==> src/rtl/cs_pkg.sv <==
// Shared definitions for the control sequencer: opcodes, ALU function codes,
// sequencer state encoding and the instruction-width derivation.
// Optional feature macro used by the top level: SINGLE_STEP_EN.
package cs_pkg;

    // Opcode field values (upper four bits of the instruction word)
    localparam logic [3:0] OPC_NOP  = 4'd0;
    localparam logic [3:0] OPC_MOV  = 4'd1;
    localparam logic [3:0] OPC_INC  = 4'd2;
    localparam logic [3:0] OPC_ADD  = 4'd3;
    localparam logic [3:0] OPC_SUB  = 4'd4;
    localparam logic [3:0] OPC_AND  = 4'd5;
    localparam logic [3:0] OPC_OR   = 4'd6;
    localparam logic [3:0] OPC_XOR  = 4'd7;
    localparam logic [3:0] OPC_NOT  = 4'd8;
    localparam logic [3:0] OPC_LDI  = 4'd9;
    localparam logic [3:0] OPC_LD   = 4'd10;
    localparam logic [3:0] OPC_ST   = 4'd11;
    localparam logic [3:0] OPC_BRZ  = 4'd12;
    localparam logic [3:0] OPC_BRN  = 4'd13;
    localparam logic [3:0] OPC_JMP  = 4'd14;
    localparam logic [3:0] OPC_HALT = 4'd15;

    // ALU function-select codes of the existing datapath
    localparam logic [3:0] FS_MOVA  = 4'b0000;
    localparam logic [3:0] FS_INC   = 4'b0001;
    localparam logic [3:0] FS_ADD   = 4'b0010;
    localparam logic [3:0] FS_SUB   = 4'b0101;
    localparam logic [3:0] FS_PASSB = 4'b0111;
    localparam logic [3:0] FS_AND   = 4'b1000;
    localparam logic [3:0] FS_OR    = 4'b1001;
    localparam logic [3:0] FS_XOR   = 4'b1010;
    localparam logic [3:0] FS_NOT   = 4'b1011;
    localparam logic [3:0] FS_ZERO  = 4'b0000;

    typedef enum logic [2:0] {
        ST_IDLE   = 3'd0,
        ST_FETCH  = 3'd1,
        ST_DECODE = 3'd2,
        ST_EXEC   = 3'd3,
        ST_HALT   = 3'd4
    } state_t;

    // Instruction word is {OPC[3:0], DR, SA, SB}
    function automatic int instr_width(input int reg_aw);
        return 4 + 3 * reg_aw;
    endfunction

endpackage

==> src/rtl/cs_decoder.sv <==
// Combinational opcode decoder: produces the datapath write/select controls.
// Every control is forced low unless the sequencer is in its execute state,
// so no register or memory write can be issued from any other state.
module cs_decoder
    import cs_pkg::*;
(
    input  logic [3:0] opc,
    input  logic       exec,
    output logic       mb,
    output logic       md,
    output logic       rw,
    output logic       mw,
    output logic [3:0] fs
);

    // Map opcode to controls, gated by the execute qualifier
    always_comb begin
        mb = 1'b0;
        md = 1'b0;
        rw = 1'b0;
        mw = 1'b0;
        fs = FS_ZERO;
        if (exec) begin
            case (opc)
                OPC_MOV: begin fs = FS_MOVA;  rw = 1'b1; end
                OPC_INC: begin fs = FS_INC;   rw = 1'b1; end
                OPC_ADD: begin fs = FS_ADD;   rw = 1'b1; end
                OPC_SUB: begin fs = FS_SUB;   rw = 1'b1; end
                OPC_AND: begin fs = FS_AND;   rw = 1'b1; end
                OPC_OR:  begin fs = FS_OR;    rw = 1'b1; end
                OPC_XOR: begin fs = FS_XOR;   rw = 1'b1; end
                OPC_NOT: begin fs = FS_NOT;   rw = 1'b1; end
                OPC_LDI: begin fs = FS_PASSB; mb = 1'b1; rw = 1'b1; end
                OPC_LD:  begin md = 1'b1;     rw = 1'b1; end
                OPC_ST:  begin mw = 1'b1; end
                default: begin fs = FS_ZERO; end
            endcase
        end else begin
            fs = FS_ZERO;
        end
    end

endmodule

==> src/rtl/control_sequencer.sv <==
// Multi-cycle control sequencer: owns PC, instruction register and the
// IDLE/FETCH/DECODE/EXEC/HALT sequencer, and drives the datapath controls.
// Optional feature: define SINGLE_STEP_EN to add the 'step' input; the FSM
// then parks in IDLE after every instruction and resumes on step.
module control_sequencer
    import cs_pkg::*;
#(
    parameter  int REG_AW  = 2,
    parameter  int DATA_W  = 4,
    parameter  int PC_W    = 4,
    localparam int INSTR_W = instr_width(REG_AW)
) (
    input  logic               CLK,
    input  logic               RST,
    input  logic               start,
`ifdef SINGLE_STEP_EN
    input  logic               step,
`endif
    input  logic [DATA_W-1:0]  AData,
    output logic [PC_W-1:0]    imem_addr,
    input  logic [INSTR_W-1:0] imem_data,
    output logic [REG_AW-1:0]  DA,
    output logic [REG_AW-1:0]  AA,
    output logic [REG_AW-1:0]  BA,
    output logic               MB,
    output logic               MD,
    output logic               RW,
    output logic               MW,
    output logic [3:0]         FS,
    output logic [DATA_W-1:0]  Constant,
    output logic [PC_W-1:0]    PC,
    output logic               halted
);

    localparam logic [PC_W-1:0] PC_ONE = PC_W'(1);

    state_t               state_q, state_d;
    logic [PC_W-1:0]      pc_q, pc_d;
    logic [INSTR_W-1:0]   ir_q, ir_d;
    logic                 mb_q, md_q, rw_q, mw_q, halted_q;
    logic [3:0]           fs_q;
    logic                 mb_d, md_d, rw_d, mw_d;
    logic [3:0]           fs_d;

    logic [3:0]           opc;
    logic [REG_AW-1:0]    dr, sa, sb;
    logic signed [2*REG_AW-1:0] br_off_raw;
    logic [PC_W-1:0]      br_off, pc_inc, jmp_tgt;

    assign opc        = ir_q[INSTR_W-1 -: 4];
    assign dr         = ir_q[3*REG_AW-1 -: REG_AW];
    assign sa         = ir_q[2*REG_AW-1 -: REG_AW];
    assign sb         = ir_q[REG_AW-1:0];
    assign br_off_raw = {dr, sb};
    // Signed cast sign-extends (or truncates) the offset to PC width
    assign br_off     = PC_W'(br_off_raw);
    assign pc_inc     = pc_q + PC_ONE;
    // Unsigned cast zero-extends (or truncates) the A-bus to PC width
    assign jmp_tgt    = PC_W'(AData);

    assign imem_addr = pc_q;
    assign PC        = pc_q;
    assign DA        = dr;
    assign AA        = sa;
    assign BA        = sb;
    assign Constant  = DATA_W'(sb);
    assign MB        = mb_q;
    assign MD        = md_q;
    assign RW        = rw_q;
    assign MW        = mw_q;
    assign FS        = fs_q;
    assign halted    = halted_q;

    // Controls are decoded from the next IR/state so they can be registered
    cs_decoder u_dec (
        .opc  (ir_d[INSTR_W-1 -: 4]),
        .exec (state_d == ST_EXEC),
        .mb   (mb_d),
        .md   (md_d),
        .rw   (rw_d),
        .mw   (mw_d),
        .fs   (fs_d)
    );

    // Next-state, next-PC and IR-load logic of the sequencer
    always_comb begin
        state_d = state_q;
        pc_d    = pc_q;
        ir_d    = ir_q;
        case (state_q)
            ST_IDLE: begin
                if (start) begin
                    state_d = ST_FETCH;
                    pc_d    = {PC_W{1'b0}};
`ifdef SINGLE_STEP_EN
                end else if (step) begin
                    state_d = ST_FETCH;
`endif
                end else begin
                    state_d = ST_IDLE;
                end
            end
            ST_FETCH: state_d = ST_DECODE;
            ST_DECODE: begin
                ir_d    = imem_data;
                state_d = ST_EXEC;
            end
            ST_EXEC: begin
                case (opc)
                    OPC_BRZ: begin
                        if (AData == {DATA_W{1'b0}}) pc_d = pc_q + br_off;
                        else                         pc_d = pc_inc;
                    end
                    OPC_BRN: begin
                        if (AData[DATA_W-1]) pc_d = pc_q + br_off;
                        else                 pc_d = pc_inc;
                    end
                    OPC_JMP:  pc_d = jmp_tgt;
                    OPC_HALT: pc_d = pc_q;
                    default:  pc_d = pc_inc;
                endcase
                if (opc == OPC_HALT) begin
                    state_d = ST_HALT;
                end else begin
`ifdef SINGLE_STEP_EN
                    state_d = ST_IDLE;
`else
                    state_d = ST_FETCH;
`endif
                end
            end
            ST_HALT: state_d = ST_HALT;
            default: state_d = ST_IDLE;
        endcase
    end

    // State, PC, IR and registered control outputs with synchronous reset
    always_ff @(posedge CLK) begin
        if (RST) begin
            state_q  <= ST_IDLE;
            pc_q     <= {PC_W{1'b0}};
            ir_q     <= {INSTR_W{1'b0}};
            mb_q     <= 1'b0;
            md_q     <= 1'b0;
            rw_q     <= 1'b0;
            mw_q     <= 1'b0;
            fs_q     <= 4'b0000;
            halted_q <= 1'b0;
        end else begin
            state_q  <= state_d;
            pc_q     <= pc_d;
            ir_q     <= ir_d;
            mb_q     <= mb_d;
            md_q     <= md_d;
            rw_q     <= rw_d;
            mw_q     <= mw_d;
            fs_q     <= fs_d;
            halted_q <= (state_d == ST_HALT);
        end
    end

endmodule

==> config.mk <==
export PLATFORM = sky130hd
export DESIGN_NAME = control_sequencer
export DESIGN_NICKNAME = d
export VERILOG_FILES = /design/src/rtl/cs_pkg.sv /design/src/rtl/cs_decoder.sv /design/src/rtl/control_sequencer.sv
export SDC_FILE = /design/constraint.sdc
export NUM_CORES = 1
export LEC_CHECK = 0
export ABC_AREA = 1
export BUFFER_PORTS_ARGS = -buffer_cell sky130_fd_sc_hd__buf_4
export CAP_MARGIN = 20
export CORE_MARGIN = 1
export CORE_UTILIZATION = 50
export DETAILED_ROUTE_END_ITERATION = 8
export GPL_ROUTABILITY_DRIVEN = 1
export MAX_ROUTING_LAYER = met4
export PLACE_DENSITY = 0.84
export SYNTH_ARGS = -nofsm -noshare
export SYNTH_HDL_FRONTEND = slang
export SYNTH_HIERARCHICAL = 1
export SYNTH_SLANG_ARGS = --single-unit
==> constraint.sdc <==
create_clock -name CLK -period 2.85 [get_ports CLK]
set_input_delay 0.4275 -clock CLK [delete_from_list [all_inputs] [get_ports CLK]]
set_output_delay 0.4275 -clock CLK [all_outputs]
set_load 0.1 [all_outputs]
; Word level (Yosys, flattened, before mapping)
; Index checks and enable logic that the tools add are counted.
[op_classes]
addsub = 2
eq_ne = 23
n_mux = 14
bitwise_logic = 1
n_reduce_logical = 6
[op_table]
columns = op, count
row1 = "4-bit == test, second input constant", 8
row2 = 4-bit case mux with 8 select lines, 1
row3 = "4-bit by 3-bit == test with 1-bit output, second input constant", 4
row4 = 4-bit case mux with 4 select lines, 1
row5 = 3-bit case mux with 5 select lines, 1
row6 = 4-bit two-way mux, 3
row7 = 10-bit two-way mux, 1
row8 = 10-bit OR reduction, 1
row9 = "3-bit by 2-bit == test with 1-bit output, second input constant", 3
row10 = "4-bit by 2-bit == test with 1-bit output, second input constant", 2
row11 = 4-bit case mux with 2 select lines, 1
row12 = "3-bit == test, second input constant", 2
row13 = 1-bit two-way mux, 5
row14 = "4-bit by 1-bit adder with 4-bit output, second input constant", 1
row15 = 4-bit adder, 1
row16 = "4-bit by 1-bit == test with 1-bit output, second input constant", 1
row17 = 4-bit zero test, 1
row18 = "2-bit != test, second input constant", 2
row19 = "3-bit by 1-bit == test with 1-bit output, second input constant", 1
row20 = 3-bit zero test, 1
row21 = 3-bit two-way mux, 1
row22 = 3-bit AND reduction, 1
row23 = 2-bit nonzero test, 1
row24 = 2-bit OR reduction, 1
row25 = 1-bit NOT, 1
[totals]
ff_bits = 26
wordCells = 56

; Depth between registers and ports, before layout
; Gate-level depths: netlist (run 1).
[depth]
ltp_word = 6
depth_mapped = 14
ltp_nobuf = 13

; Cells and area by module
; The synthesis (run 1) kept the hierarchy.
[modules_own_cells]
columns = module, n_inst, cells_per_inst, area_each_um2, seq_area_each_um2
row1 = control_sequencer, 1, 206, 1457.6, 520.5
row2 = cs_decoder, 1, 34, 161.4, 0.0

; Worst setup path after synthesis (run 1)
; Ideal clock, no wire load.
[synth_timing]
path_type = reg2reg
from = register pc_q[0], in the netlist PC[0]
to = register pc_q[1], in the netlist PC[1]
setup_time_ps = 132
t_arrival_ps = 2269
slack_ps = 448
stages_incl_launch_ff = 11
cell_sequence = dfxtp_1 -> ha_1 -> fa_1 -> inv_1 -> nand2_1 -> o21ai_0 -> nor2_1 -> nor2_1 -> nand3_1 -> nand3_1 -> a21oi_1
[synth_between]
elab_chain_cells = 4
[synth_lines]
columns = element, line
row1 = from (decl), control_sequencer.sv:38  ; logic [PC_W-1:0] pc_q, pc_d;
row2 = from (signal assigned), control_sequencer.sv:141  ; pc_q <= {PC_W{1'b0}};
row3 = from (signal assigned), control_sequencer.sv:151  ; pc_q <= pc_d;
row4 = 4-bit by 1-bit adder with 4-bit output / 4-bit adder (equally long branches), "control_sequencer.sv:57, control_sequencer.sv:111, control_sequencer.sv:115"
row5 = "4-bit two-way mux, on equally long branches", "control_sequencer.sv:115, control_sequencer.sv:111"
row6 = 4-bit case mux with 4 select lines (*), control_sequencer.sv:109  ; case (opc)
row7 = 4-bit case mux with 2 select lines (*), control_sequencer.sv:90  ; case (state_q)
; Every way passes the cells marked *; elsewhere a longest branch is shown, timed or not.
; A chain may end at the register's enable or synchronous reset.

; Worst setup path after layout (run 1)
[layout_timing]
from = register state_q[1]
to = register rw_q, in the netlist RW
[layout_between]
elab_chain_cells = 5
[layout_lines]
columns = element, line
row1 = from (decl), control_sequencer.sv:37  ; state_t state_q, state_d;
row2 = from (signal assigned), control_sequencer.sv:150  ; state_q <= state_d;
row3 = 3-bit by 2-bit == test with 1-bit output (*), control_sequencer.sv:90
row4 = 10-bit two-way mux (*), control_sequencer.sv:90
row5 = net ir_d[6], control_sequencer.sv:39  ; logic [INSTR_W-1:0] ir_q, ir_d;
row6 = "4-bit by 1-bit == test with 1-bit output, or another cell as far along", cs_decoder.sv:24  ; case (opc)
row7 = 10-bit OR reduction (no source line) (*), n/a
row8 = 1-bit two-way mux (*), cs_decoder.sv:24
row9 = to (signal assigned), control_sequencer.sv:155  ; rw_q <= rw_d;
row10 = to (decl), control_sequencer.sv:40  ; logic mb_q, md_q, rw_q, mw_q, halted_q;
; The timed path passes the listed nets; every way through them passes the cells marked *.

==> metrics, run 1 <==
outcome finished clean; vias in the first global route 1345; CP Data Arrival Time 2.39 ns; R2R setup slack 0.67 ns; H-tree lvl count 1; ranking of synthesized cells by area dfxtp_1 (32%), nand2_1 (13%), inv_1 (8.6%); Die Span Y 58.9 um; FF-to-FF Start state_q[1]; largest net degree at the start of global routing 27; GR Overflow Total 0; largest fanout on the critical path 11; measured slew at the worst slew-check pin 0.605 ns; Yosys top cell area share 32.1%; post-CTS setup buffer count 0; CTS resizes 0; CP Class flip-flop to flip-flop; hold crit path type input port to flip-flop; Worst setup startpoint state_q[1]; nature of the critical path endpoint flip-flop; vias 1464; initial core utilization 53.0%; placer's final routability congestion estimate 0.850; Synth Register Bits 26; Num CTS Buffers 3; Tcrit/Tclk final 76.5%; DP HPWL 2400 um; Die W 58.9 um; core region area 3050 sq um; minimum clock period 2.18 ns; ant diodes 0; synthesized area 1620 sq um; Post-synth ARST share 0%; WL/cell 9.73 um; Root Buffer clkbuf_4; maximum vdd drop 0.286 mV; Max Cap Viol 0; worst hold start imem_data[2]; Unique masters post-synth 26; Vias/cell 4.69; number of synthesized flops with an enable pin 0; # rows 20; Worst EP required 3.06 ns; final hold vios 0; first-pass GRT wire length 5330 um; post-route setup slack 0.670 ns; Post-Synthesis Cells 240; TNS Setup 0 ns; sequential fraction of the synthesis area 32.1%; startpoint types flip-flop; f_max 459 MHz; Clock Sinks 26; clock tree buffer depth 2; cell taking the most area after synthesis dfxtp_1; total wire length 3040 um; Top FF cell, synth dfxtp_1; die area 3470 sq um; initial drt markers 50; Static Leak 0.923 nW; max_slew headroom 59.6%; CTS Hold Bufs 0; drt first pass iters 4; pre-CTS setup slack 0.722 ns; commonest non-fill, non-tap cell in the layout nand2_1; Power Density 500 nW/um^2; Yosys warnings 6; drc violations 0; most frequent cells in the layout nand2_1 (58), buf_4 (42), inv_1 (37), dfxtp_1 (26), nor2_1 (26); Antenna Nets Post-Route 0; RSZ-0062 raised after global routing false; count of final max-slew check failures 0; overall global routing resource usage 20.2%; count of final setup violators 0; Clock Skews 0.00429 ns; share of layout cells above drive strength 1 24.3%; IO Port Bufs 41; Layout area overhead 18.0%; syn avg cell area 6.75 sq um; IO Count 44; Worst-Skew Late Latency 0.31 ns; initial antenna violation count 0; Clock transition at path regs 0.14 ns; CTS tree built; # nets final 291
## worst max-delay path: stages (launching register included)
cell and delay, ns:
dfxtp_1 0.39, inv_1 0.09, nor3_4 0.29, inv_2 0.18
nand2_1 0.09, inv_1 0.05, a21oi_1 0.48, nand2_1 0.16
nand2_1 0.09, nand2_1 0.06, nand2_1 0.08, nor2_1 0.04
inv_1 0.04, nor2_1 0.03
## per-layer routing
layer / track usage, % / share of wire (%) / up-vias
met5: - / 0 / -
met4: 6.12 / 0.53 / 0
li1: - / - / 786
met3: 1.98 / 4.2 / 2
met1: 23.3 / 45 / 642
met2: 36.5 / 51 / 34
## cell families (layout without fill, tap and decap cells)
family          Yosys count  after routing  synth area share, %
compound gates           31             31                 12.5
xor+xnor                  3              3                 1.62
fa+ha+maj                 5              5                 4.33
buf+inv                  59             86                 17.6
flops                    26             26                 32.1
other cells               1              2                0.232
simple gates            115            115                 31.5
## sequential cells by signal, indices dropped and copies added, names as in the netlist
signal	cells
FS	4
MB	1
MD	1
MW	1
PC	4
RW	1
halted	1
ir_q	10
state_q	3
## per-stage QoR
step	util, %	total power, mW	hold slack (ns)	cell area, sq um	cells
global placement	60.9	0.714	0.452	1860	308
CTS	62.6	0.963	0.354	1910	312
detailed placement	60.9	0.718	0.459	1860	308
finish	62.6	0.955	0.360	1910	312
global route	62.6	1.01	0.343	1910	312
floorplan	-	0.670	0.439	1620	241
## cell usage after synthesis, types with 4 or more instances
master / n
nor2_2: 5
nand3_1: 18
ha_1: 4
inv_1: 37
a21oi_1: 18
buf_4: 15
nand2_1: 58
dfxtp_1: 26
nor2_1: 26
a211oi_1: 4
## worst paths after layout
| kind | to | depth (start not counted) |
|---|---|---|
| min | ir_q[2] | 3 |
| max reg2reg | RW | 13 |
| max | RW | 13 |
| min reg2reg | ir_q[2] | 2 |
## final cells by class
type,instances,area (sq um)
clock buffers,3,22.5
inverters,40,150
clock inverters,1,30.0
multi-input cells,156,817
flip-flops and latches,26,520
fillers,303,1140
well taps,44,55.1
repair buffers,42,315
## power breakdown
part | leakage [nW] | switching, mW | internal [mW]
registers | 0.211 | 0.0160 | 0.383
clock network | 0.0279 | 0.103 | 0.142
logic | 0.685 | 0.226 | 0.0857
total | 0.923 | 0.345 | 0.611
No activity file was read; power rests on OpenSTA's default activity.
==> run 2: changes to the inputs <==
ABC_AREA = 0   (was 1)
CORE_UTILIZATION = 46   (was 50)
PLACE_DENSITY = 0.82   (was 0.84)
clock period = 1.8 ns   (was 2.85 ns; I/O delays follow)
==> run 2 against run 1 <==
Combinational power is 110% higher. Largest cell class unchanged. Cell count is 20% lower. Clock power up 39%. Synthesized cell count fell by 30%. Non-clock buffer count grew 12. Global-route usage increased by 0.46 points. Power up 73%. Sequential share of layout area rose by 0.67 points. Highest routed layer unchanged. Register-to-register slack worse by 0.63 ns.
==> metrics, run 2 <==
total wire length 3210 um (+5.6%); initial drt markers 39 (-22%); count of final max-slew check failures 0 (unchanged); Top reg by flops ir_q; overall global routing resource usage 20.6% (+0.46 points); f_max 567 MHz (+24%); sequential fraction of the synthesis area 35.3% (+3.2 points); internal power 1.02 mW (+67%); FF-to-FF Start state_q[0]; drc violations 0 (unchanged); clock power share 20.6% (-5.0 points); Net Switching 0.630 mW (+83%); adder-cell share of the synthesized area 4.76% (+0.43 points); commonest non-fill, non-tap cell in the layout buf_4; IO Port Bufs 41 (unchanged); count of final setup violators 0 (unchanged); worst hold start imem_data[3]; cell taking the most area after synthesis dfxtp_1; Top FF cell, synth dfxtp_1; die area 3430 sq um (-1.1%); TNS Setup 0 ns (unchanged); Worst setup startpoint state_q[0]; pre-CTS setup slack -0.0432 ns (-0.766 ns); Antenna Nets Post-Route 0 (unchanged); ranking of synthesized cells by area dfxtp_1 (35%), buf_4 (7.1%), nor2b_1 (5.1%); # rows 20 (unchanged); Compound-Gate Fraction of Synth Area 14.4% (+1.8 points); Synth Area in XOR/XNOR 2.97% (+1.4 points); Worst-Skew Late Latency 0.31 ns (about the same); nature of the critical path endpoint flip-flop; mux cell area share after synthesis 7.82% (+7.8 points); Yosys warnings 6 (unchanged); initial core utilization 48.2% (-4.8 points); Clock transition at path regs 0.14 ns (about the same); vias 1325 (-9.5%); Max Cap Viol 0 (unchanged); CTS tree built; Filler Cells Inserted 280 (-7.6%); post-route setup slack 0.0368 ns (-0.633 ns); number of flip-flops in the largest register 10 (unchanged); Static Leak 0.798 nW (-14%); Unique masters post-synth 48 (+85%); hold crit path type input port to flip-flop; most frequent cell after synthesis dfxtp_1; minimum clock period 1.76 ns (-0.417 ns); CP Data Arrival Time 2.03 ns (-0.36 ns); ant diodes 0 (unchanged); Post-Synth Simple-Gate Area 24.6% (-6.9 points); RSZ-0062 raised after global routing true; Logic pwr share 39.4% (+6.8 points); H-tree lvl count 1 (unchanged); initial antenna violation count 0 (unchanged); Die Span Y 58.6 um (-0.55%); CP Class flip-flop to flip-flop; combinational family with the most area after synthesis simple AND/OR/NAND/NOR gates; largest fanout on the critical path 5 (-6); share of layout cells above drive strength 1 37.6% (+13 points); core region area 3050 sq um (unchanged); GR Overflow Total 0 (unchanged); Worst EP required 2.06 ns (-1.00 ns); Die W 58.6 um (-0.55%); Clock Skews 0.00196 ns (-0.00233 ns); Vias/cell 5.32 (+13%); M1 GR Usage 25.4% (+2.1 points); placer's final routability congestion estimate 0.871 (+2.4%); Clock Sinks 26 (unchanged); startpoint types flip-flop; largest net degree at the start of global routing 27 (unchanged); Min Hold Slack 0.187 ns (-0.174 ns); final hold vios 0 (unchanged); Layout area overhead 29.1%; # nets final 228 (-22%); vias in the first global route 1236 (-8.1%); Power Density 869 nW/um^2 (+74%); WL/cell 12.9 um (+32%); commonest cells in the netlist dfxtp_1 (26), buf_4 (14), nor2_1 (13); first-pass GRT wire length 5350 um (+0.53%); GRT busiest layer met2; Root Buffer clkbuf_4; Num CTS Buffers 3 (unchanged); syn avg cell area 8.82 sq um (+31%); met2 GRT Util 35.1% (-1.4 points); DP HPWL 2390 um (-0.60%); drt first pass iters 4 (unchanged); synthesized area 1470 sq um (-9.0%); sw frac 38.1% (+2.0 points); Synth Register Bits 26 (unchanged); Reg power frac 40.0% (-1.8 points); Post-synth ARST share 0% (unchanged); Yosys top cell area share 35.3% (+3.2 points); outcome finished clean; CTS Hold Bufs 0 (unchanged); maximum vdd drop 0.528 mV (+85%); most frequent cells in the layout buf_4 (53), dfxtp_1 (20), nor2b_1 (12), nor2_1 (11), nand2_1 (10); Tcrit/Tclk final 98.0% (+21 points); Post-Synthesis Cells 167 (-30%); number of synthesized flops with an enable pin 0 (unchanged); clock tree buffer depth 2 (unchanged); IO Count 44 (unchanged); grt met3 use 2.64% (+0.66 points)
run 2: changes by cell type after synthesis, moves of 5 or more:
cell and change:
nor2_2 -5, inv_1 -34, nor2_1 -13, nor2b_1 +12, nand3_1 -14, mux2i_1 +7
nand2_1 -48, a21oi_1 -9
run 2: final timing paths:
path / to / slack [ns] / depth (start not counted)
min reg2reg: ir_q[3] / 0.51 / 2
min: ir_q[3] / 0.19 / 3
max reg2reg: FS[3] / 0.04 / 7
max: FS[3] / 0.04 / 7
run 2: stage by stage:
step           utilization (%)  power [mW]  area [sq um]  std cells
2_1_floorplan                -        1.16          1520        168
3_3_place_gp              59.2        1.27          1810        242
3_5_place_dp              59.2        1.28          1810        242
4_1_cts                   61.2        1.63          1870        248
5_1_grt                   62.3        1.73          1900        249
6_report                  62.3        1.65          1900        249
run 2: area by class of cell:
class                      instances  area, sq um  share of cell area, %
multi-input combinational        118          847                   44.6
clock buffer                       4         47.5                   2.50
timing repair buffer              54          409                   21.5
tap                               44         55.1                   2.90
inverter                           3         11.3                  0.592
sequential                        26          531                   27.9
run 2: critical path: stages (launching register included):
cell	delay [ns]
dfxtp_2	0.36
nor3b_4	0.19
buf_6	0.15
mux2_4	0.30
nand2b_4	0.14
or3_4	0.33
a21oi_2	0.11
nor2b_1	0.12
run 2: power by group through the flow:
stage / registers (mW) / clock network, mW / logic [mW]
6_report: 0.660 / 0.340 / 0.651
3_3_place_gp: 0.668 / 0 / 0.602
2_1_floorplan: 0.714 / 0 / 0.445
3_5_place_dp: 0.672 / 0 / 0.609
4_1_cts: 0.659 / 0.351 / 0.622
5_1_grt: 0.668 / 0.365 / 0.693
run 2: cell families (layout without fill, tap and decap cells):
group,Yosys count,count (layout)
buffers and inverters,24,61
XOR/XNOR,5,5
flip-flops,26,26
multiplexers,11,11
AND/OR/NAND/NOR,64,64
other,1,2
AO/OA/AOI/OAI,31,31
adder cells (fa/ha/maj),5,5
run 2: per-layer routing:
metal / part of all wire [%] / wire [um]
met2: 49 / 1580
met4: 0.56 / 18
met1: 46 / 1480
met3: 4.1 / 132
met5: 0 / 0
run 2: timing repair:
item / CTS / global route
gates resized for setup: 0 / 9
setup buffers: 2 / 1
pin swaps: 1 / 1
setup endpoints to repair: 3 / 7
==> run 3: changes to the inputs <==
CORE_UTILIZATION = 48   (was 46)
CTS_BUF_LIST = sky130_fd_sc_hd__clkbuf_8   (was default)
PLACE_DENSITY = 0.85   (was 0.82)
==> run 3 against run 2 <==
Routed wire length increased by 12%. Non-clock buffer count decreased by 3. Flip-flop and latch count unchanged. Combinational power decreased by 2%. Clock power increased by 46%. Hold slack improved by 0.038 ns. First-iteration DRC count increased by 67%. Fmax decreased by 0.70%. Highest routed layer unchanged. The flow now finishes with violations (design-rule violations).
==> metrics, run 3 (synthesized netlist as in run 2, its figures left out) <==
Layout area overhead 28.3%; area of the multi-input gates 845 sq um (-0.30%); clock tree buffer depth 2 (unchanged); WL/cell 15.4 um (+20%); final hold vios 0 (unchanged); DP HPWL 2440 um (+2.0%); share of layout cells above drive strength 1 36.6% (-0.93 points); initial core utilization 52.1% (+3.8 points); minimum clock period 1.78 ns (+0.0123 ns); Top reg by flops ir_q; fin area 1890 sq um (-0.59%); outcome complete, but fails checks; count of final max-slew check failures 0 (unchanged); violated checks design-rule violations; drt first pass iters 6 (+2); initial antenna violation count 0 (unchanged); TNS Setup 0 ns (unchanged); Root Buffer clkbuf_8; first-pass GRT wire length 5920 um (+11%); IO Port Bufs 41 (unchanged); RSZ-0062 raised after global routing true; startpoint types flip-flop; hold crit path type input port to flip-flop; # nets final 225 (-1.3%); total wire length 3600 um (+12%); Static Leak 0.795 nW (-0.42%); Antenna Nets Post-Route 0 (unchanged); GR Overflow Total 0 (unchanged); Worst EP required 2.03 ns (-0.03 ns); die area 3290 sq um (-4.0%); post-route setup slack 0.0245 ns (-0.0123 ns); number of flip-flops in the largest register 10 (unchanged); Util after Layout 66.8% (+4.5 points); vias 1360 (+2.6%); Max Cap Viol 0 (unchanged); core region area 2830 sq um (-7.3%); Vias/cell 5.84 (+9.7%); f_max 563 MHz (-0.70%); Num CTS Buffers 3 (unchanged); Clock transition at path regs 0.10 ns (-0.04 ns); commonest non-fill, non-tap cell in the layout buf_4; drc violations 3 (+3); Die Span Y 57.4 um (-2.0%); largest net degree at the start of global routing 27 (unchanged); largest fanout on the critical path 5 (unchanged); # rows 19 (-5.0%); H-tree lvl count 1 (unchanged); Clock Sinks 26 (unchanged); Filler Cells Inserted 223 (-20%); Die W 57.4 um (-2.0%); count of final setup violators 0 (unchanged); maximum vdd drop 0.653 mV (+24%); Seq. cell area 533 sq um (+0.47%); IO Count 44 (unchanged); vias in the first global route 1291 (+4.4%); overall global routing resource usage 24.4% (+3.8 points); pre-CTS setup slack -0.0347 ns (+0.00855 ns); CP Class flip-flop to flip-flop; Worst-Skew Late Latency 0.28 ns (-0.03 ns); initial drt markers 65 (+67%); placer's final routability congestion estimate 0.885 (+1.6%); nature of the critical path endpoint flip-flop; ant diodes 0 (unchanged); CP Data Arrival Time 2.00 ns (-0.03 ns); placed inst area 1770 sq um (-2.1%); Clock Skews 0.00668 ns (+0.00472 ns); Power Density 952 nW/um^2 (+9.6%); Tcrit/Tclk final 98.6% (+0.69 points); most frequent cells in the layout buf_4 (49), dfxtp_1 (20), nor2b_1 (12), nor2_1 (11), nand2_1 (10); CTS tree built
run 3: critical path: stages, from the launching register on:
cell and delay (ns):
dfxtp_2 0.36, nor3b_4 0.20, buf_6 0.15, mux2_4 0.31, nand2b_1 0.15, or3_1 0.32
a21oi_2 0.11, nor2b_1 0.12
run 3: power breakdown:
group | internal, mW | switching, mW | leakage (nW)
clock | 0.298 | 0.200 | 0.0357
combinational | 0.224 | 0.414 | 0.545
sequential | 0.612 | 0.0508 | 0.214
run 3: path summary, 6_finish.rpt:
path / endpoint / slack [ns] / cells past startpoint / from
max: FS[3] / 0.02 / 7 / state_q[0]
min: ir_q[5] / 0.22 / 3 / imem_data[5]
max reg2reg: FS[3] / 0.02 / 7 / state_q[0]
min reg2reg: ir_q[3] / 0.52 / 2 / ir_q[3]
run 3: final cells by class:
cell class / count / area share (%)
inverter: 3 / 0.596
multi-input combinational: 118 / 44.7
clock buffer: 3 / 2.19
sequential: 26 / 28.2
timing repair buffer: 51 / 20.7
clock inverter: 1 / 1.59
tap: 31 / 2.05
run 3: layer usage:
| metal | track usage (%) | vias up | part of all wire (%) |
|---|---|---|---|
| met3 | 4.54 | 12 | 5.6 |
| met2 | 39.9 | 55 | 50 |
| met4 | 11.8 | 0 | 2.5 |
| met5 | - | - | 0 |
| li1 | - | 648 | - |
| met1 | 28.8 | 645 | 42 |
run 3: stage by stage:
step	instances	power, mW	hold slack (ns)
after floorplan	168	1.16	0.342
after global placement	226	1.25	0.478
after detailed placement	226	1.27	0.492
after CTS	232	1.78	0.226
after global routing	233	1.88	0.248
final	233	1.80	0.225
run 3: timing repair:
item,CTS,global route
gates cloned,0,0
endpoints found under the setup margin,5,6
hold buffers,0,0
resized for setup,4,8
pin swaps,1,4
buffers inserted,2,1
